--- src/rtl/serial_sub.sv ---
// serial_sub -- bit-serial N-bit subtractor, diff = a - b - bin.
//
// A 1-bit full-subtract cell plus a borrow flip-flop process one operand bit
// per clock, LSB first. Operands are latched into shift registers on the
// input handshake. The result is presented in DONE until the consumer takes
// it.
//
// Handshake: a transfer happens on a rising edge where valid && ready are both
// high. The producer holds valid and its payload until that edge. This block
// never drops out_valid, and never changes diff/bout, until out_ready has been
// seen. in_ready is high only in IDLE, so there is no input/output bypass.
//
// Optional feature: define SERIAL_SUB_CMP_EN to add the lt/eq/gt outputs. They
// give an unsigned comparison of a vs b, ignoring bin, and are built serially
// alongside the subtract.
//
// Ports:
//   clk, rst_n          clock, asynchronous active-low reset
//   in_valid, in_ready  operand handshake (a, b, bin)
//   out_valid, out_ready result handshake (diff, bout [, lt, eq, gt])
//   diff                (a - b - bin) mod 2^WIDTH
//   bout                final borrow, 1 iff a < b + bin (unsigned)
module serial_sub #(
  parameter  int WIDTH = 8,
  localparam int CNT_W = $clog2(WIDTH) + 1
) (
  input  logic             clk,
  input  logic             rst_n,
  input  logic             in_valid,
  output logic             in_ready,
  input  logic [WIDTH-1:0] a,
  input  logic [WIDTH-1:0] b,
  input  logic             bin,
  output logic             out_valid,
  input  logic             out_ready,
  output logic [WIDTH-1:0] diff,
`ifdef SERIAL_SUB_CMP_EN
  output logic             lt,
  output logic             eq,
  output logic             gt,
`endif
  output logic             bout
);

  typedef enum logic [1:0] {
    IDLE = 2'd0,
    RUN  = 2'd1,
    DONE = 2'd2
  } state_t;

  state_t           state;
  logic [WIDTH-1:0] a_sh;
  logic [WIDTH-1:0] b_sh;
  logic [WIDTH-1:0] d_sh;
  logic             br;
  logic [CNT_W-1:0] cnt;

  // One-bit subtract cell
  logic             a_i;
  logic             b_i;
  logic             d_i;
  logic             br_next;
  logic             last_bit;
  logic [WIDTH-1:0] d_sh_next;

  always_comb begin
    a_i       = a_sh[0];
    b_i       = b_sh[0];
    d_i       = a_i ^ b_i ^ br;
    br_next   = (~a_i & b_i) | (~(a_i ^ b_i) & br);
    last_bit  = (cnt == CNT_W'(WIDTH - 1));
    d_sh_next = {d_i, d_sh[WIDTH-1:1]};
  end

`ifdef SERIAL_SUB_CMP_EN
  logic eq_r;
  logic lt_r;
  logic lt_next;
  logic eq_next;

  // Bits are visited LSB first, so the last differing bit seen is the most
  // significant one and decides the ordering.
  always_comb begin
    lt_next = (a_i != b_i) ? b_i : lt_r;
    eq_next = eq_r & (a_i == b_i);
  end
`endif

  always_ff @(posedge clk or negedge rst_n) begin
    if (!rst_n) begin
      state     <= IDLE;
      a_sh      <= '0;
      b_sh      <= '0;
      d_sh      <= '0;
      br        <= 1'b0;
      cnt       <= '0;
      diff      <= '0;
      bout      <= 1'b0;
      out_valid <= 1'b0;
      in_ready  <= 1'b1;
`ifdef SERIAL_SUB_CMP_EN
      eq_r      <= 1'b0;
      lt_r      <= 1'b0;
      lt        <= 1'b0;
      eq        <= 1'b0;
      gt        <= 1'b0;
`endif
    end else begin
      case (state)
        IDLE: begin
          if (in_valid && in_ready) begin
            a_sh     <= a;
            b_sh     <= b;
            br       <= bin;
            d_sh     <= '0;
            cnt      <= '0;
            in_ready <= 1'b0;
            state    <= RUN;
`ifdef SERIAL_SUB_CMP_EN
            eq_r     <= 1'b1;
            lt_r     <= 1'b0;
`endif
          end
        end

        RUN: begin
          a_sh <= a_sh >> 1;
          b_sh <= b_sh >> 1;
          d_sh <= d_sh_next;
          br   <= br_next;
          cnt  <= cnt + CNT_W'(1);
`ifdef SERIAL_SUB_CMP_EN
          eq_r <= eq_next;
          lt_r <= lt_next;
`endif
          // Result registers load only on the final bit. A reset taken
          // mid-RUN therefore can never leave a partial result visible.
          if (last_bit) begin
            diff      <= d_sh_next;
            bout      <= br_next;
            out_valid <= 1'b1;
            state     <= DONE;
`ifdef SERIAL_SUB_CMP_EN
            lt        <= lt_next;
            eq        <= eq_next;
            gt        <= ~lt_next & ~eq_next;
`endif
          end
        end

        DONE: begin
          if (out_ready) begin
            out_valid <= 1'b0;
            in_ready  <= 1'b1;
            state     <= IDLE;
          end
        end

        default: begin
          state     <= IDLE;
          out_valid <= 1'b0;
          in_ready  <= 1'b1;
        end
      endcase
    end
  end

endmodule

--- config.mk ---
export PLATFORM = sky130hd
export DESIGN_NAME = serial_sub
export DESIGN_NICKNAME = d
export VERILOG_FILES = /design/src/rtl/serial_sub.sv
export SDC_FILE = /design/constraint.sdc
export NUM_CORES = 1
export LEC_CHECK = 0
export CORE_UTILIZATION = 30
export CTS_CLUSTER_DIAMETER = 80
export DETAILED_ROUTE_END_ITERATION = 10
export PLACE_DENSITY = 0.49
export SLEW_MARGIN = 10
export SYNTH_ARGS = -nofsm -noshare
export SYNTH_HDL_FRONTEND = slang
export SYNTH_SLANG_ARGS = --single-unit
--- constraint.sdc ---
create_clock -name clk -period 1.7 [get_ports clk]
set_input_delay 0.34 -clock clk [delete_from_list [all_inputs] [get_ports clk]]
set_output_delay 0.34 -clock clk [all_outputs]
set_load 0.1 [all_outputs]
# Word-level counts from Yosys, hierarchy flattened
# Index checks and enable logic that the tools add are counted.
# classes
div	0
n_addsub	1
n_eq_ne	6
mux	20
multipliers	0
n_reduce_logical	8
bitwise_logic	9
magnitude_cmp	0
shifts	0
# ops
op	n
8-bit one-hot mux with 2 select lines	3
8-bit 2-to-1 mux	3
3-bit AND reduction	3
4-bit one-hot mux with 2 select lines	1
2-bit 2-to-1 mux	3
2-bit inequality test, second input constant	3
1-bit one-hot mux with 3 select lines	2
2-bit one-hot mux with 3 select lines	1
1-bit 2-to-1 mux	5
4-bit by 1-bit adder with 4-bit output, second input constant	1
4-bit by 3-bit == test with 1-bit output, second input constant	1
4-bit 2-to-1 mux	1
1-bit NOT	4
2-bit AND reduction	2
1-bit AND	2
2-bit by 1-bit == test with 1-bit output, second input constant	1
2-bit == test, second input constant	1
2-bit zero test	1
1-bit one-hot mux with 2 select lines	1
2-bit nonzero test	1
1-bit XOR	2
1-bit logical AND	1
1-bit bitwise OR	1
# totals
latch_bits	0
mem_count	0
wordCells	54
ff_bits	42
romBits	0
in_bits	21
ramBits	0

# Logic depth before layout (Yosys ltp)
# logic_depth
ltp_word	5
mapped_depth	6
mapped_depth_nobuf	4

# Least setup slack after synthesis
# OpenSTA, ideal clock, no wires.
# synth_path
path_kind	flip-flop to flip-flop
from	register in_ready
to	register d_sh[7]
arrival_ps	1720
path_stages_with_launch	6
path_buffers	2
setup_ps	121
slack_ps	-141
required_ps	1579
cell_sequence	dfstp_2 > a21oi_2 > or2_1 > buf_6 > buf_6 > a22o_1
# synth_between
elab_chain_len	3
# synth_lines
element	line	text
start: declaration	30	output logic in_ready,
start signal: assignment	100	in_ready <= 1'b1;
start signal: assignment	117	in_ready <= 1'b0;
start signal: assignment	154	in_ready <= 1'b1;
1-bit logical AND	111	if (in_valid && in_ready) begin
2-bit inequality test (no source line)	-	
2-bit AND reduction (no source line)	-	
end signal: assignment	129	d_sh <= d_sh_next;
end: declaration	54	logic [WIDTH-1:0] d_sh;
# Every way passes these cells.
# A chain may end at the register's enable or synchronous reset.

# Worst setup path after layout
# layout_path
from	register in_ready
to	register br
# layout_between
elab_chain_len	3
# layout_lines
element	line	text
1-bit logical AND	111	
2-bit inequality test (no source line)	-	
2-bit AND reduction (no source line)	-	
end signal: assignment	114	br <= bin;
end signal: assignment	130	br <= br_next;
end: declaration	55	logic br;
# Every way passes these cells.

==> flow_summary.json <==
{
  "outcome": "finished clean",
  "yosys.area_share.adder_pct": 1.862,
  "antenna_left": 0,
  "dieArea_mm2": 0.006132,
  "dp_hpwl_um": 2648,
  "final_nets": 206,
  "synth_warnings": 0,
  "worst_ep_required_time_ps": 1910,
  "hp-class": "in2async",
  "yosys.area.top_type": "dfrtp_1",
  "p_int_w": 0.001458,
  "wl_per_cell_um": 14.32,
  "drtIter0Drc": 51,
  "drv_slew": 0,
  "syn_inst": 145,
  "vias_per_cell": 4.852,
  "clk_latency_ps": 290,
  "ff2ff_path_depth": 4,
  "cts_tree": "done",
  "critPathMaxFanout": 9,
  "cts_sinks": 41,
  "relSlewSlack_pct": 65.84,
  "post_cts_resized": 0,
  "post-cts-setup-buffer-count": 0,
  "gp_congestion": 0.7826,
  "antenna_found_initial": 0,
  "ff2ff_setup_slack_ps": 200,
  "p_seq_share_pct": 53.3,
  "syn_nets": 168,
  "syn2layout_area_growth_pct": 37.97,
  "synth-simple-area-share_pct": 8.238,
  "hold_viol": 0,
  "clk_pin_slew_worst_paths_ps": 80,
  "vdd_ir_drop_max_v": 0.0003822,
  "ys_top_cells_by_area": "dfrtp_1 (57%), a22oi_1 (5.6%), mux2_1 (5.2%)",
  "arrival_ps": 1710,
  "period_share_pct": 88.28,
  "combinationalPowerShare_pct": 3.9,
  "grt_pass1_wl_um": 6168,
  "crit_type": "reg2reg",
  "tightest_slew_ps": 512.4,
  "drive_gt1_share_pct": 20.11,
  "syn_avg_cell_area_um2": 12.05,
  "final_util_pct": 43.23,
  "synth_top_family_by_area": "compound AO/OA/AOI/OAI gates",
  "firstDrtPassIters": 4,
  "synth_xor_area_share_pct": 0,
  "globalRoute.totalOverflow": 0,
  "synth-async-reset-ratio_pct": 100.0,
  "ys_seq_area_share_pct": 58.81,
  "synthMuxAreaShare_pct": 5.731,
  "synth_compound_area_share_pct": 20.56,
  "critPathCaptureType": "flip-flop",
  "cts_buffers": 5,
  "die_y_um": 78.31,
  "io_pins": 32,
  "swShare_pct": 20.21,
  "ys_seq_elements": 41,
  "place.port_buffers": 31,
  "clk_path_buf_depth": 2,
  "num_rows": 27,
  "setup_viol": 0,
  "r2r_start": "in_ready",
  "synth_top_cell_area_share_pct": 57.31,
  "die_w_um": 78.31,
  "cts_max_level": 2,
  "pwr-share-clk_pct": 42.7,
  "synthTopCellsByCount": "dfrtp_1 (40), nand2_1 (14), o21ai_0 (14)",
  "skew_ps": 5.792,
  "p_sw_w": 0.0003692,
  "grt_use_total_pct": 13.11,
  "ctsHoldBuffers": 0,
  "grt_max_degree": 42,
  "synth.distinct_cells": 36,
  "initial_core_util_pct": 31.34,
  "cts_root_buffer": "clkbuf_8",
  "rsz0062_at_grt": "false",
  "worstSetupStartpointType": "flip-flop",
  "design_area_mm2": 0.002410,
  "r2r_end": "br",
  "netlist_area_mm2": 0.001747,
  "via_count": 1242,
  "wl_um": 3665,
  "final.min_clock_period_ps": 1501,
  "fmax_mhz": 666.3,
  "synth_edf_count": 0,
  "grt_pass1_vias": 1305,
  "maxCapViolations": 0,
  "drcViolationCount": 0,
  "synth_top_flop_cell": "dfrtp_1",
  "diodes": 0,
  "synthMostInstantiatedCell": "dfrtp_1",
  "dpl_cell_area_mm2": 0.002298,
  "core_region_area_mm2": 0.005574,
  "p_leak_nw": 1.138,
  "power.density_mw_per_mm2": 758.1
}
[power by group through the flow]
stage	Clock (W)	Sequential, W	Combinational, W
3_5_place_dp	0	0.000994	0.0000742
2_1_floorplan	0	0.000994	0.00000196
4_1_cts	0.000810	0.000974	0.0000747
6_report	0.000781	0.000974	0.0000720
3_3_place_gp	0	0.000994	0.0000732
5_1_grt	0.000852	0.000974	0.0000798
[flip-flops by register name, indices dropped and copies added, names as in the netlist]
register   count
diff           8
out_valid      1
d_sh           7
a_sh           8
b_sh           8
br             1
bout           1
cnt            4
in_ready       1
state          2
[per-layer routing]
| layer | wire length [µm] | share of wire [%] | GRT usage [%] |
|---|---|---|---|
| met5 | 0 | 0 | 0 |
| met4 | 46 | 1.3 | 4.444 |
| met3 | 163 | 4.4 | 4.070 |
| met2 | 1795 | 49 | 21.75 |
| met1 | 1660 | 45 | 16.12 |
[cell families (layout without fill, tap and decap cells)]
logic type               count (synthesis)  in the layout
AO/OA/AOI/OAI                           51             51
adder cells (fa/ha/maj)                  2              2
flip-flops                              41             41
buffers and inverters                   15             54
AND/OR/NAND/NOR                         27             27
multiplexers                             9              9
[stage by stage]
stage          setup TNS, ps  hold slack (ps)  total power (W)  setup slack [ps]  instances
2_1_floorplan              0            44.41        0.0009958            0.4590        145
3_3_place_gp          -155.8            431.1         0.001067            -20.85        248
3_5_place_dp          -347.9            438.7         0.001068            -52.20        248
4_1_cts                    0            116.7         0.001858             195.8        256
5_1_grt                    0            144.7         0.001906             102.1        256
6_report                   0            105.1         0.001827             199.2        256
[how the worst max path moves through the flow]
stage / startpoint / depth (start not counted) / endpoint / slack [ps]
3_5_place_dp: in_valid / 5 / br / -50
3_3_place_gp: in_valid / 5 / d_sh[3] / -20
2_1_floorplan: in_ready / 5 / d_sh[7] / 0.5
4_1_cts: in_ready / 4 / br / 200
6_report: in_ready / 4 / br / 200
5_1_grt: state[0] / 5 / a_sh[1] / 100
[critical path, stage by stage, from the launching register on]
cell      delay [ps]
dfstp_4          670
a21oi_4           60
or2_1            240
buf_4            180
a221oi_2         260
[layout by cell type (no fill, tap or decap), drive strengths merged, types with 4 or more instances in the layout]
master	synthesis	final
a22oi	13	13
nand2	14	14
dfrtp	40	40
buf	8	22
a21oi	4	4
o21ai	16	16
inv	5	5
a22o	10	10
clkdlybuf4s50	0	19
nor2	4	4
clkbuf	2	6
mux2	8	8
[final cells by class]
type,count,area (µm²)
fill,536,3164
sequential,41,1031
multi-input combinational,89,643.1
timing repair buffer,41,515.5
tap,72,90.09
clock buffer,6,72.57
clock inverter,2,38.79
inverter,5,18.77
No activity file was read; power rests on OpenSTA's default activity.
